[config.mk]
export PLATFORM = sky130hd
export DESIGN_NAME = subset_coord_reader
export DESIGN_NICKNAME = d
export VERILOG_FILES = /design/src/rtl/subset_coord_reader.sv
export SDC_FILE = /design/constraint.sdc
export NUM_CORES = 2
export LEC_CHECK = 0
export CAP_MARGIN = 10
export CORE_MARGIN = 2
export CORE_UTILIZATION = 40
export DETAILED_ROUTE_END_ITERATION = 10
export PLACE_DENSITY = 0.64
export SLEW_MARGIN = 20
export SYNTH_ARGS = -nofsm -noshare
export SYNTH_HDL_FRONTEND = slang
export SYNTH_SLANG_ARGS = --single-unit
[constraint.sdc]
create_clock -name clock -period 8 [get_ports clock]
set_input_delay 0.8 -clock clock [delete_from_list [all_inputs] [get_ports clock]]
set_output_delay 0.8 -clock clock [all_outputs]
set_load 0.1 [all_outputs]
[src/rtl/subset_coord_reader.sv]
// subset_coord_reader
//
// Consumer end of the subset-coordinate bus. When the coordinate generator
// raises sub_done (low->high), the packed float32 x/y arrays, the image width
// and the base address are captured. Each point is then converted to integer
// pixel coordinates and one linear image-memory address per point is streamed
// out over a valid/ready handshake.
//
// Ports:
//   clock        sole clock, rising edge
//   reset        synchronous, active-high
//   x, y         packed float32 coordinates, point k at [32k+31:32k]
//   sub_done     generator completion level (sticky high once set)
//   image_width  pixels per image row, captured with x/y
//   base_addr    image base address, captured with x/y
//   addr         base_addr + pix_y*image_width + pix_x (mod 2^32)
//   pix_x/pix_y  converted coordinates of the current point
//   index        current point number
//   clip         current point had a negative or saturated conversion
//   last         marks the final beat of a run
//   addr_valid   address beat valid
//   addr_ready   downstream accepts the beat
//   busy         high whenever not idle
//   read_done    one-cycle pulse after the last beat is accepted

module subset_coord_reader #(
  parameter int NUM_POINTS = 9
) (
  input  logic                    clock,
  input  logic                    reset,
  input  logic [32*NUM_POINTS-1:0] x,
  input  logic [32*NUM_POINTS-1:0] y,
  input  logic                    sub_done,
  input  logic [15:0]             image_width,
  input  logic [31:0]             base_addr,
  output logic [31:0]             addr,
  output logic [15:0]             pix_x,
  output logic [15:0]             pix_y,
  output logic [3:0]              index,
  output logic                    clip,
  output logic                    last,
  output logic                    addr_valid,
  input  logic                    addr_ready,
  output logic                    busy,
  output logic                    read_done
);

  typedef enum logic [2:0] {
    IDLE,
    CONV_X,
    CONV_Y,
    CALC,
    EMIT,
    DONE
  } state_t;

  state_t state_q, state_d;

  logic                     sd_q, sd_d;
  logic [32*NUM_POINTS-1:0] xBus_q, xBus_d;
  logic [32*NUM_POINTS-1:0] yBus_q, yBus_d;
  logic [15:0]              width_q, width_d;
  logic [31:0]              base_q, base_d;
  logic [31:0]              addr_q, addr_d;
  logic [15:0]              pixX_q, pixX_d;
  logic [15:0]              pixY_q, pixY_d;
  logic [3:0]               index_q, index_d;
  logic                     clipX_q, clipX_d;
  logic                     clipY_q, clipY_d;
  logic                     clip_q, clip_d;
  logic                     last_q, last_d;
  logic                     valid_q, valid_d;

  logic        trigger;
  logic [31:0] curX;
  logic [31:0] curY;
  logic [16:0] convX;
  logic [16:0] convY;
  logic [31:0] rowOffset;

  // Float32 to unsigned 16-bit pixel conversion, truncating toward zero.
  // Returns {clip, value}. Exponents above 142 (including NaN/Inf) saturate.
  // In the in-range case the shift is at least 8, so the result fits 16 bits.
  function automatic logic [16:0] floatToPix(input logic [31:0] f);
    logic [7:0]  e;
    logic [23:0] m;
    logic [7:0]  sh;
    e  = f[30:23];
    m  = {1'b1, f[22:0]};
    sh = 8'd150 - e;
    if (f[30:0] == 31'd0)
      floatToPix = 17'd0;
    else if (f[31])
      floatToPix = {1'b1, 16'd0};
    else if (e < 8'd127)
      floatToPix = 17'd0;
    else if (e > 8'd142)
      floatToPix = {1'b1, 16'hFFFF};
    else
      floatToPix = {1'b0, 16'(m >> sh)};
  endfunction

  // A run starts only on a genuine low->high transition; sd_q resets high so
  // a level held across reset cannot start a run.
  assign trigger = sub_done & ~sd_q;

  assign curX  = xBus_q[index_q*32 +: 32];
  assign curY  = yBus_q[index_q*32 +: 32];
  assign convX = floatToPix(curX);
  assign convY = floatToPix(curY);

  // 16x16 multiply widened to 32 bits is exact; the add wraps mod 2^32.
  assign rowOffset = {16'd0, pixY_q} * {16'd0, width_q};

  // Next-state and datapath update. Everything holds by default so beat
  // outputs stay frozen while EMIT waits for the downstream.
  always_comb begin
    state_d = state_q;
    sd_d    = sub_done;
    xBus_d  = xBus_q;
    yBus_d  = yBus_q;
    width_d = width_q;
    base_d  = base_q;
    addr_d  = addr_q;
    pixX_d  = pixX_q;
    pixY_d  = pixY_q;
    index_d = index_q;
    clipX_d = clipX_q;
    clipY_d = clipY_q;
    clip_d  = clip_q;
    last_d  = last_q;
    valid_d = valid_q;

    case (state_q)
      IDLE: begin
        if (trigger) begin
          xBus_d  = x;
          yBus_d  = y;
          width_d = image_width;
          base_d  = base_addr;
          index_d = 4'd0;
          state_d = CONV_X;
        end
      end
      CONV_X: begin
        pixX_d  = convX[15:0];
        clipX_d = convX[16];
        state_d = CONV_Y;
      end
      CONV_Y: begin
        pixY_d  = convY[15:0];
        clipY_d = convY[16];
        state_d = CALC;
      end
      CALC: begin
        addr_d  = base_q + rowOffset + {16'd0, pixX_q};
        clip_d  = clipX_q | clipY_q;
        last_d  = (index_q == 4'(NUM_POINTS - 1));
        valid_d = 1'b1;
        state_d = EMIT;
      end
      EMIT: begin
        if (valid_q && addr_ready) begin
          valid_d = 1'b0;
          last_d  = 1'b0;
          if (index_q < 4'(NUM_POINTS - 1)) begin
            index_d = index_q + 4'd1;
            state_d = CONV_X;
          end else begin
            state_d = DONE;
          end
        end
      end
      DONE: begin
        state_d = IDLE;
      end
      default: begin
        state_d = IDLE;
      end
    endcase
  end

  // State and datapath registers; reset wins over any same-cycle event.
  always_ff @(posedge clock) begin
    if (reset) begin
      state_q <= IDLE;
      sd_q    <= 1'b1;
      xBus_q  <= '0;
      yBus_q  <= '0;
      width_q <= 16'd0;
      base_q  <= 32'd0;
      addr_q  <= 32'd0;
      pixX_q  <= 16'd0;
      pixY_q  <= 16'd0;
      index_q <= 4'd0;
      clipX_q <= 1'b0;
      clipY_q <= 1'b0;
      clip_q  <= 1'b0;
      last_q  <= 1'b0;
      valid_q <= 1'b0;
    end else begin
      state_q <= state_d;
      sd_q    <= sd_d;
      xBus_q  <= xBus_d;
      yBus_q  <= yBus_d;
      width_q <= width_d;
      base_q  <= base_d;
      addr_q  <= addr_d;
      pixX_q  <= pixX_d;
      pixY_q  <= pixY_d;
      index_q <= index_d;
      clipX_q <= clipX_d;
      clipY_q <= clipY_d;
      clip_q  <= clip_d;
      last_q  <= last_d;
      valid_q <= valid_d;
    end
  end

  assign addr       = addr_q;
  assign pix_x      = pixX_q;
  assign pix_y      = pixY_q;
  assign index      = index_q;
  assign clip       = clip_q;
  assign last       = last_q;
  assign addr_valid = valid_q;
  assign busy       = (state_q != IDLE);
  assign read_done  = (state_q == DONE);

endmodule

==> results_dict.tcl <==
set metrics [dict create \
    postLayoutCoreUtil_pct 51.02 \
    postCtsHoldBufs 0 \
    period_needed_ps 6684 \
    antenna_found_initial 60 \
    cts_resized 0 \
    htree_levels 3 \
    grt_pass1_vias 34980 \
    p_sw_share_pct 28.12 \
    seq_power_share_pct 42.2 \
    cts_root_buffer "clkbuf_16" \
    crit_top_cell "fa_1" \
    grt_overflow_total 0 \
    yosysSeqAreaShare_pct 34.60 \
    cp_max_fo 18 \
    clockBufferDepth 3 \
    cp_num_buf_inv 4 \
    finalSetupViolCount 0 \
    avgSynthCellArea_um2 8.293 \
    clock_skew_ps 40.26 \
    min_path_type "reg2reg" \
    busiest_layer "met2" \
    hpwl_um 110600 \
    die_w_um 322.4 \
    synthesis.area_um2 40560 \
    die_area_um2 104000 \
    clk_pin_slew_ps 60 \
    synth_mux_area_share_pct 9.338 \
    worstSkewPairLatency_ps 670 \
    cp_top_family "adder cells" \
    synth-adder-area-share_pct 15.13 \
    maxSlewViolCount 0 \
    worst_path_largest_cell_delay_ps 740 \
    p_per_area_nw_per_um2 177.3 \
    tns_ps 0 \
    required_ps 8540 \
    top_level_ports 701 \
    synth_edf_count 0 \
    grt_use_met1_pct 37.40 \
    worst-path-stages 21 \
    via_per_inst 5.333 \
    final_hold_viol_count 0 \
    cts_setup_buffers 0 \
    core_area_um2 100300 \
    fmax_mhz 149.6 \
    ys.flop_type "dfxtp_1" \
    p_comb_share_pct 15.8 \
    drc 0 \
    grtUsageTotal_pct 27.78 \
    netlist_instances 4891 \
    cts.sinks 701 \
    layout-drive-gt1-share_pct 6.399 \
    vias 36440 \
    worst_ir_drop_vdd_mv 0.1468 \
    wirelength_um 147900 \
    p_int_mw 6.523 \
    synth_top_family_by_area "simple AND/OR/NAND/NOR gates" \
    worst-endpoint-arrival_ps 7230 \
    ys_async_sr_fraction_pct 0 \
    path_class "reg2reg" \
    whs_ps 449.0 \
    cts_inserted_buffers 81 \
    hold_depth 2 \
    place_congestion 0.9221 \
    synthDistinctLibCells 86 \
    yosysWarnings 0 \
    pwr-share-clk_pct 42.0 \
    cts_tree "yes" \
    post-route-period-util_pct 83.55 \
    io_buffer_count 700 \
    final_antenna_net_count 0 \
    grt_max_degree 228 \
    yosys.area_share.simple_pct 18.93 \
    slowest_stage "dfxtp_1" \
    placed_cells 6648 \
    run_status "complete, no violations" \
    layout_setup_ws_ps 1316 \
    synth_xor_area_share_pct 0.8854 \
    cap_violations 0 \
    grt_pass1_wl_um 218700 \
    ys_ff_latch 701 \
    synth-compound-area-share_pct 14.12 \
    rsz0062_at_grt "no" \
    dp_slack_ps 1247 \
    drt-pass1-iter-count 9 \
    syn2layout_area_growth_pct 26.16 \
    slew_headroom_pct 11.67 \
    synth_fp_nets 5865 \
    stdcell_count 6832 \
    die_y_um 322.4 \
    use_met3_pct 7.308 \
    crit_path_end_kind "flop" \
    crit_path_cell_trace "and2_1 > fa_1 > inv_1 > fa_1 > fa_1 > fa_1 > inv_1 > fa_1 > inv_1 > fa_1 > inv_1 > ha_1 > nand3_1 > nor3_1 > a211oi_1 > o21ai_0 > a21oi_1 > o21ai_0 > a31oi_1 > xnor2_1 > a22o_1" \
    drt-initial-drc-count 3595 \
    wl_per_cell_um 21.65 \
    start_util_pct 40.44 \
    reg2reg_depth 21 \
    leakagePower_nw 19.59 \
    worst-slew-pin-transition_ps 1325 \
    fin_nets 6348 \
    p_switching_mw 2.551 \
    rows 116 \
    met2_usage_pct 43.55 \
    setup.worst_path.start_class "flop" \
]
power groups by stage:
stage | clock network [mW] | logic, mW | registers, mW
floorplan | 0 | 0.810 | 3.87
global placement | 0 | 1.42 | 3.89
detailed placement | 0 | 1.43 | 3.90
CTS | 3.87 | 1.43 | 3.82
global route | 4.02 | 1.56 | 3.85
finish | 3.81 | 1.43 | 3.83
final timing paths:
path	start	to	slack, ps
min	addr[16]	addr[16]	450
min reg2reg	addr[16]	addr[16]	450
max reg2reg	pix_y[6]	addr[30]	1320
max	pix_y[6]	addr[30]	1320
cells in the final DEF, fill, tap and decap left out, types with 37 or more instances in the layout:
cell / count
dfxtp_1: 698
a21oi_1: 721
diode_2: 37
nor2_1: 78
buf_4: 39
inv_1: 367
mux4_2: 117
ha_1: 104
mux2i_1: 84
clkdlybuf4s50_1: 698
fa_1: 241
a222oi_1: 45
and2_1: 127
clkbuf_16: 84
o21ai_0: 43
nand2_1: 1527
worst reg2reg max path: cells and delay by family, from the launching register on:
kind            cells  cell delay (ps)
compound gates      6             1850
fa+ha+maj           7             3190
xor+xnor            1               90
simple gates        3              480
buf+inv             4              210
flops               1              740
Yosys cell counts, types with 4 or more instances:
| library cell | n | area (um2) |
|---|---|---|
| nand2_1 | 1527 | 5732 |
| a21oi_1 | 721 | 3608 |
| dfxtp_1 | 701 | 14030 |
| inv_1 | 367 | 1378 |
| clkbuf_1 | 283 | 1062 |
| fa_1 | 241 | 4825 |
| and2_1 | 127 | 794.5 |
| mux4_2 | 117 | 2635 |
| ha_1 | 105 | 1314 |
| mux2i_1 | 84 | 840.8 |
| nor2_1 | 80 | 300.3 |
| a222oi_1 | 45 | 450.4 |
| o21ai_0 | 43 | 215.2 |
| xnor2_1 | 30 | 262.8 |
| nand3_1 | 27 | 135.1 |
| buf_2 | 25 | 125.1 |
| nor3_1 | 25 | 125.1 |
| a211oi_1 | 24 | 180.2 |
| buf_1 | 23 | 86.33 |
| mux2_2 | 22 | 247.7 |
| nor2b_1 | 18 | 112.6 |
| a31oi_1 | 17 | 106.4 |
| o21ai_1 | 17 | 85.08 |
| a21o_1 | 15 | 112.6 |
| nand4_1 | 14 | 87.58 |
| nand2b_1 | 13 | 81.33 |
| buf_6 | 11 | 123.9 |
| xor2_1 | 11 | 96.34 |
| and3_1 | 9 | 56.30 |
| o211ai_1 | 8 | 60.06 |
| o41a_1 | 7 | 78.83 |
| a211o_1 | 6 | 52.55 |
| a221o_1 | 6 | 60.06 |
| o21a_1 | 6 | 45.04 |
| o221ai_1 | 6 | 52.55 |
| o22ai_1 | 6 | 37.54 |
| or2_2 | 5 | 31.28 |
| or3_1 | 5 | 31.28 |
| a22o_1 | 4 | 35.03 |
| nor4_1 | 4 | 25.02 |
| o2111ai_1 | 4 | 35.03 |
| o211a_1 | 4 | 40.04 |
| o21bai_1 | 4 | 30.03 |
| o31ai_1 | 4 | 30.03 |
| o41ai_1 | 4 | 35.03 |
per-stage QoR:
stage                     total power [mW]  cell area (um2)
after floorplan                      4.677            40560
after global placement               5.308            48340
after detailed placement             5.324            48350
after CTS                            9.126            51070
after global routing                 9.422            51150
final                                9.075            51170
metal layers:
metal | vias up | routed length [um]
met5 | - | 356
met4 | 54 | 4137
met3 | 257 | 12210
met2 | 1291 | 67790
met1 | 17690 | 63440
li1 | 17140 | -
flip-flops by register name, summed over array words and instances, names as in the netlist:
signal      flops
pix_x          16
addr           32
sd_q            1
index           4
pix_y          16
last            1
base_q         32
xBus_q        288
state_q         3
yBus_q        288
clipY_q         1
clip            1
width_q        16
addr_valid      1
clipX_q         1
cell families (layout without fill, tap and decap cells):
group,count (synthesis),after routing
AOI/OAI and AO/OA,989,989
xor gates and xnor gates,41,41
adders and majority gates,346,346
buffers and inverters,716,1263
DFF,701,701
muxes,226,226
other,0,37
and+or+nand+nor,1872,1872
cell type report:
cell class,count,area [um2]
Antenna cell,37,92.59
Clock buffer,118,2400
Clock inverter,29,327.8
Fill cell,9714,49120
Inverter,369,1385
Multi-Input combinational cell,3474,23750
Sequential cell,701,14040
Tap cell,1357,1698
Timing Repair Buffer,747,7475
Note: power is estimated with default switching activity, not from simulation.
